## src/rtl/rbr_add_subb_arb_if.sv

```systemverilog
// ============================================================================
// rbr_add_subb_arb_if : requester, shared-adder and response bundle for the
//                       RBR adder/subtractor arbiter.
// Revision 1.0
// ============================================================================
`default_nettype none

interface rbr_add_subb_arb_if #(
  parameter int W   = 64,
  parameter int N   = 4,
  parameter int IDW = $clog2(N)
);
  logic [N-1:0]       req_valid;
  logic [N-1:0]       req_ready;
  logic [N-1:0]       req_subb_a;
  logic [N-1:0]       req_subb_b;
  logic [N*2*W-1:0]   req_a;
  logic [N*2*W-1:0]   req_b;

  logic               add_subb_a;
  logic               add_subb_b;
  logic [2*W-1:0]     add_a;
  logic [2*W-1:0]     add_b;
  logic [2*W-1:0]     add_s;

  logic               rsp_valid;
  logic               rsp_ready;
  logic [IDW-1:0]     rsp_id;
  logic [2*W-1:0]     rsp_s;

  // Arbiter side
  modport slave (
    input  req_valid, req_subb_a, req_subb_b, req_a, req_b, add_s, rsp_ready,
    output req_ready, add_subb_a, add_subb_b, add_a, add_b,
           rsp_valid, rsp_id, rsp_s
  );

  // Requesters, shared adder and response consumer
  modport master (
    output req_valid, req_subb_a, req_subb_b, req_a, req_b, add_s, rsp_ready,
    input  req_ready, add_subb_a, add_subb_b, add_a, add_b,
           rsp_valid, rsp_id, rsp_s
  );
endinterface

`default_nettype wire

```

## src/rtl/rbr_add_subb_arb.sv

```systemverilog
// ============================================================================
// rbr_add_subb_arb : arbitrates N requesters onto one shared combinational RBR
//                    adder/subtractor through an issue stage and a response stage.
// Option macro RBR_ARB_ROUND_ROBIN_EN: rotating priority (else lowest index wins).
// Revision 1.0
// ============================================================================
`default_nettype none

module rbr_add_subb_arb #(
  parameter int W   = 64,
  parameter int N   = 4,
  parameter int IDW = $clog2(N)
) (
  input  logic                clk,
  input  logic                rst,
  rbr_add_subb_arb_if.slave   bus
);

  localparam int DW = 2 * W;

  logic [IDW-1:0] w_ptr;
  logic [IDW-1:0] w_gidx;
  logic [N-1:0]   w_grant;
  logic [N-1:0]   w_ready;
  logic           w_any;
  logic           w_adv2;
  logic           w_load1;
  logic           w_xfer;

  logic           r_op_valid;
  logic [IDW-1:0] r_op_id;
  logic           r_subb_a;
  logic           r_subb_b;
  logic [DW-1:0]  r_a;
  logic [DW-1:0]  r_b;

  logic           r_rsp_valid;
  logic [IDW-1:0] r_rsp_id;
  logic [DW-1:0]  r_rsp_s;

  // First valid requester at or after the pointer, wrapping N-1 -> 0
  always_comb begin
    int idx;
    idx     = 0;
    w_grant = '0;
    w_gidx  = '0;
    w_any   = 1'b0;
    for (int k = 0; k < N; k++) begin
      idx = int'(w_ptr) + k;
      if (idx >= N) idx = idx - N;
      if (!w_any && bus.req_valid[idx]) begin
        w_any        = 1'b1;
        w_grant[idx] = 1'b1;
        w_gidx       = idx[IDW-1:0];
      end
    end
  end

  assign w_adv2  = r_op_valid & (~r_rsp_valid | bus.rsp_ready);
  assign w_load1 = ~r_op_valid | w_adv2;
  assign w_ready = rst ? '0 : (w_grant & {N{w_load1}});
  assign w_xfer  = |w_ready;

`ifdef RBR_ARB_ROUND_ROBIN_EN
  logic [IDW-1:0] r_ptr;

  always_ff @(posedge clk) begin
    if (rst) begin
      r_ptr <= '0;
    end else if (w_xfer) begin
      r_ptr <= (w_gidx == IDW'(N - 1)) ? '0 : w_gidx + 1'b1;
    end
  end

  assign w_ptr = r_ptr;
`else
  assign w_ptr = '0;
`endif

  // Issue stage: payload registers only move on an actual transfer so the
  // adder inputs stay quiet while idle.
  always_ff @(posedge clk) begin
    if (rst) begin
      r_op_valid <= 1'b0;
      r_op_id    <= '0;
      r_subb_a   <= 1'b0;
      r_subb_b   <= 1'b0;
      r_a        <= '0;
      r_b        <= '0;
    end else if (w_load1) begin
      r_op_valid <= w_xfer;
      if (w_xfer) begin
        r_op_id  <= w_gidx;
        r_subb_a <= bus.req_subb_a[w_gidx];
        r_subb_b <= bus.req_subb_b[w_gidx];
        r_a      <= bus.req_a[int'(w_gidx)*DW +: DW];
        r_b      <= bus.req_b[int'(w_gidx)*DW +: DW];
      end
    end
  end

  // Response stage captures the adder result one cycle after issue
  always_ff @(posedge clk) begin
    if (rst) begin
      r_rsp_valid <= 1'b0;
      r_rsp_id    <= '0;
      r_rsp_s     <= '0;
    end else if (w_adv2) begin
      r_rsp_valid <= 1'b1;
      r_rsp_id    <= r_op_id;
      r_rsp_s     <= bus.add_s;
    end else if (r_rsp_valid && bus.rsp_ready) begin
      r_rsp_valid <= 1'b0;
    end
  end

  assign bus.req_ready  = w_ready;
  assign bus.add_subb_a = r_subb_a;
  assign bus.add_subb_b = r_subb_b;
  assign bus.add_a      = r_a;
  assign bus.add_b      = r_b;
  assign bus.rsp_valid  = r_rsp_valid;
  assign bus.rsp_id     = r_rsp_id;
  assign bus.rsp_s      = r_rsp_s;

endmodule

`default_nettype wire

```

## src/flat_wrapper.sv

```systemverilog
// flat-port wrapper written by rule: the top's interface ports become plain ports
module rbr_add_subb_arb_flat 
#(
  parameter int W   = 64,
  parameter int N   = 4,
  parameter int IDW = $clog2(N)
)
  (clk, rst, bus_req_valid, bus_req_subb_a, bus_req_subb_b, bus_req_a, bus_req_b, bus_add_s, bus_rsp_ready, bus_req_ready, bus_add_subb_a, bus_add_subb_b, bus_add_a, bus_add_b, bus_rsp_valid, bus_rsp_id, bus_rsp_s);
  rbr_add_subb_arb_if #(.W(W), .N(N), .IDW(IDW)) bus_i ();
  input  logic clk;
  input  logic rst;
  input wire logic [$bits(bus_i.req_valid)-1:0] bus_req_valid;
  input wire logic [$bits(bus_i.req_subb_a)-1:0] bus_req_subb_a;
  input wire logic [$bits(bus_i.req_subb_b)-1:0] bus_req_subb_b;
  input wire logic [$bits(bus_i.req_a)-1:0] bus_req_a;
  input wire logic [$bits(bus_i.req_b)-1:0] bus_req_b;
  input wire logic [$bits(bus_i.add_s)-1:0] bus_add_s;
  input wire logic [$bits(bus_i.rsp_ready)-1:0] bus_rsp_ready;
  output wire logic [$bits(bus_i.req_ready)-1:0] bus_req_ready;
  output wire logic [$bits(bus_i.add_subb_a)-1:0] bus_add_subb_a;
  output wire logic [$bits(bus_i.add_subb_b)-1:0] bus_add_subb_b;
  output wire logic [$bits(bus_i.add_a)-1:0] bus_add_a;
  output wire logic [$bits(bus_i.add_b)-1:0] bus_add_b;
  output wire logic [$bits(bus_i.rsp_valid)-1:0] bus_rsp_valid;
  output wire logic [$bits(bus_i.rsp_id)-1:0] bus_rsp_id;
  output wire logic [$bits(bus_i.rsp_s)-1:0] bus_rsp_s;
  assign bus_i.req_valid = bus_req_valid;
  assign bus_i.req_subb_a = bus_req_subb_a;
  assign bus_i.req_subb_b = bus_req_subb_b;
  assign bus_i.req_a = bus_req_a;
  assign bus_i.req_b = bus_req_b;
  assign bus_i.add_s = bus_add_s;
  assign bus_i.rsp_ready = bus_rsp_ready;
  assign bus_req_ready = bus_i.req_ready;
  assign bus_add_subb_a = bus_i.add_subb_a;
  assign bus_add_subb_b = bus_i.add_subb_b;
  assign bus_add_a = bus_i.add_a;
  assign bus_add_b = bus_i.add_b;
  assign bus_rsp_valid = bus_i.rsp_valid;
  assign bus_rsp_id = bus_i.rsp_id;
  assign bus_rsp_s = bus_i.rsp_s;
  rbr_add_subb_arb #(.W(W), .N(N), .IDW(IDW)) u_core (.clk(clk), .rst(rst), .bus(bus_i));
endmodule
```

## config.mk

```make
export PLATFORM = sky130hd
export DESIGN_NAME = rbr_add_subb_arb_flat
export DESIGN_NICKNAME = d
export VERILOG_FILES = /design/src/rtl/rbr_add_subb_arb_if.sv /design/src/rtl/rbr_add_subb_arb.sv /design/src/flat_wrapper.sv
export SDC_FILE = /design/constraint.sdc
export NUM_CORES = 1
export LEC_CHECK = 0
export ABC_AREA = 1
export BUFFER_PORTS_ARGS = -buffer_cell sky130_fd_sc_hd__buf_2
export CAP_MARGIN = 20
export CELL_PAD_IN_SITES_DETAIL_PLACEMENT = 1
export CELL_PAD_IN_SITES_GLOBAL_PLACEMENT = 2
export CORE_AREA = 2 2 606 608
export CTS_BUF_LIST = sky130_fd_sc_hd__clkbuf_8
export DETAILED_ROUTE_END_ITERATION = 8
export DIE_AREA = 0 0 608 610
export PLACE_DENSITY = 0.43
export SLEW_MARGIN = 20
export SYNTH_ARGS = -nofsm -noshare
export SYNTH_HDL_FRONTEND = slang
export SYNTH_SLANG_ARGS = --single-unit
```

## constraint.sdc

```tcl
create_clock -name clk -period 1.95 [get_ports clk]
set_input_delay 0.2925 -clock clk [delete_from_list [all_inputs] [get_ports clk]]
set_output_delay 0.2925 -clock clk [all_outputs]
set_load 0.02 [all_outputs]
```

==> reports/qor.txt <==
Outcome - complete, but fails checks
Failing checks - negative setup slack
Max rail drop VDD - 0.379 mV
Initial antenna violation count - 173
DR pass1 iterations - 5
Setup Skew - 0.0814 ns
Gr usage total - 0.150
CTS root buffer - clkbuf_8
Met3 Wirelength - 16700 um
DRC - 0
Cell with the most instances after synthesis - nand2_1
TritonCTS clock tree - done
Clk Latency, worst-skew pair - 0.96 ns
Worst Tran Pin Value - 0.983 ns
Post-Syn Nets - 6465
Power Density - 580 nW/um^2
CTS max path bufs - 4
Die span in y - 610 um
FF+latch count, synth - 392
Final setup fails - 4
Max cap viols - 0
Fin worst setup slack - -0.0754 ns
Largest cells by area after synthesis - dfxtp_1 28%, nand2_1 21%, nor2_1 14%
CP dominant cell by count - buf_6
Worst-path cell chain - nand3_2 -> nand2_2 -> buf_6 -> nor2_4 -> buf_6
Buf+Inv Stages, Crit Path - 2
Share of the synthesized area in the top cell type - 0.281
Startpoint Class - register
Pwr Total - 33.9 mW
EDFF count, synth - 0
FP Rows - 222
Largest net degree at the start of global routing - 101
Max stage delay cell, worst path - dfxtp_2
Starting Density - 0.0766
Worst path required time - 1.66 ns
Leak - 31.9 nW
Highest metal used - met5
Syn Std Cell Area - 27900 sq um
First-pass GRT wire length - 388000 um
Critical path class - register to primary output
Total core area - 364000 sq um
DR vias - 43700
Fin cells - 13000
Routed wl met2 - 143000 um
Htree depth - 3
Worst path max stage delay - 0.34 ns
Critical path capture point type - primary output
Async set or reset register ratio after synthesis - 0
Die W - 608 um
Vias in the first global route - 46800
Share of layout cells above drive strength 1 - 0.262
Final period util - 1.04
Antenna-violating nets left - 0
CP arrival - 1.73 ns
FF-to-FF setup slack - 0.06 ns
Syn_area_per_cell - 5.27 sq um
Ys Warns - 0
Avg Vias per Cell - 3.36
Final Hold Viols - 0
Port Buffers - 1559
GPL Wtd Cong - 0.923
Sequential share of the synthesized area - 0.281
Final HPWL from detailed placement - 246000 um
Commonest cells post-synth - 1558 x nand2_1, 1041 x nor2_1, 1037 x inv_1, 518 x a21oi_1, 392 x dfxtp_1
Final wirelength - 290000 um
Cell total after placement - 11600
CTS Buf Count - 102
Clk slew on worst S/H paths - 0.05 ns
Worst Hold Class - primary input to register
Fin crit period - 2.03 ns
1st-iter DRT viols - 1758
Wire per inst - 22.3 um
RSZ-0062 raised after global routing - yes
Area delta synth->final - 109%
Family with the most delay on the worst path - flip-flops
Worst Path Max Fanout - 3
IO Count - 1560
Fin nets - 9233
WL met1 - 119000 um
Post-placement worst setup slack - -0.377 ns
Die footprint - 371000 sq um
Cells after Synth - 5298
Final slew viol count - 0
Post-synth top area cell - dfxtp_1
# clock sinks - 392
Yosys cell types - 16
Slew margin rel. - 0.345
Max Clock Freq - 494 MHz
Total gr overflow - 0
Top FF cell, synth - dfxtp_1
==> logic make-up (layout without fill, tap and decap cells) <==
| logic type | after synthesis | in the layout | synth area share |
|---|---|---|---|
| AO/OA/AOI/OAI | 651 | 651 | 0.117 |
| AND/OR/NAND/NOR | 2859 | 2859 | 0.396 |
| flip-flops | 392 | 392 | 0.281 |
| buffers and inverters | 1396 | 4230 | 0.206 |
| other | 0 | 65 | 0 |
==> placed cells by master (no fill, tap or decap), types with 3 or more instances in the layout <==
cell	n
o21ai_0	128
dlygate4sd3_1	1150
inv_1	1063
buf_12	99
buf_8	9
dfxtp_2	72
dfxtp_4	25
nand2_1	1550
nor2_1	1038
nor2_4	4
buf_6	94
a21oi_1	518
clkinv_2	10
diode_2	65
o21ai_1	3
buf_4	292
nand2_2	3
dfxtp_1	295
nand3_1	258
clkbuf_8	127
buf_2	1371
inv_6	3
nand2_4	3
==> what timing repair did <==
action | CTS | global route
pin swaps | 2 | 3
resized for setup | 453 | 24
hold endpoints to repair | 391 | 0
cloned | 0 | 3
setup buffers | 5 | 8
hold buffers | 1151 | 0
setup endpoints to repair | 214 | 130
==> area by class of cell <==
cell class,instances,area [sq um]
diodes,65,163
clock buffers,127,1750
clock inverters,43,248
fillers,45200,306000
inverters,1041,3960
multi-input cells,3510,14400
flip-flops and latches,392,8030
well taps,4816,6030
repair buffers,3018,23800
repair inverters,1,8.76
==> registers in the layout, indices dropped and copies added, names as in the netlist <==
signal / flops
u_core.bus.add_a: 128
u_core.bus.add_b: 128
u_core.bus.rsp_s: 128
u_core.bus.rsp_id: 2
u_core.r_op_id: 2
u_core.bus.add_subb_a: 1
u_core.bus.add_subb_b: 1
u_core.bus.rsp_valid: 1
u_core.r_op_valid: 1
==> worst register-to-register path, cell delays in order (launching register included) <==
cell and delay [ns]:
dfxtp_2 0.34, nand3_2 0.10, nand2_2 0.11, inv_2 0.06, buf_4 0.15, nand2_8 0.14
clkinv_16 0.13, buf_12 0.22, buf_12 0.17, buf_12 0.15, a21oi_1 0.12, nor2_1 0.08
==> power breakdown <==
group          switching (mW)  internal [mW]  total, mW
Combinational            7.33           5.67       13.0
Clock                    5.16           6.05       11.2
Sequential              0.730           8.97       9.70
==> final timing paths <==
kind | from | end | cells after the start
min | bus_req_b[5] | u_core.bus.add_b[5]$_SDFFE_PP0P_ | 9
min reg2reg | u_core.bus.rsp_s[26]$_SDFFE_PP0P_ | u_core.bus.rsp_s[26]$_SDFFE_PP0P_ | 2
max | u_core.r_op_valid$_SDFFE_PP0N_ | bus_req_ready[1] | 5
max reg2reg | u_core.r_op_valid$_SDFFE_PP0N_ | u_core.bus.add_a[92]$_SDFFE_PP0P_ | 11
==> layer usage <==
metal | vias up | global-route usage
li1 | 21200 | -
met1 | 20900 | 0.175
met2 | 1161 | 0.270
met3 | 445 | 0.0371
met4 | 74 | 0.0449
met5 | - | 0
==> metrics by stage <==
stage | setup TNS [ns] | area, sq um | utilization | hold slack (ns)
2_1_floorplan | 0 | 27900 | - | 0.362
3_3_place_gp | -19.37 | 43300 | 0.119 | 0.458
3_5_place_dp | -20.54 | 43300 | 0.119 | 0.468
4_1_cts | -1.52 | 58100 | 0.159 | 0.000471
5_1_grt | -1.17 | 58400 | 0.160 | 0.0887
6_report | -0.230 | 58400 | 0.160 | 0.118
(Power assumes the default switching activity.)
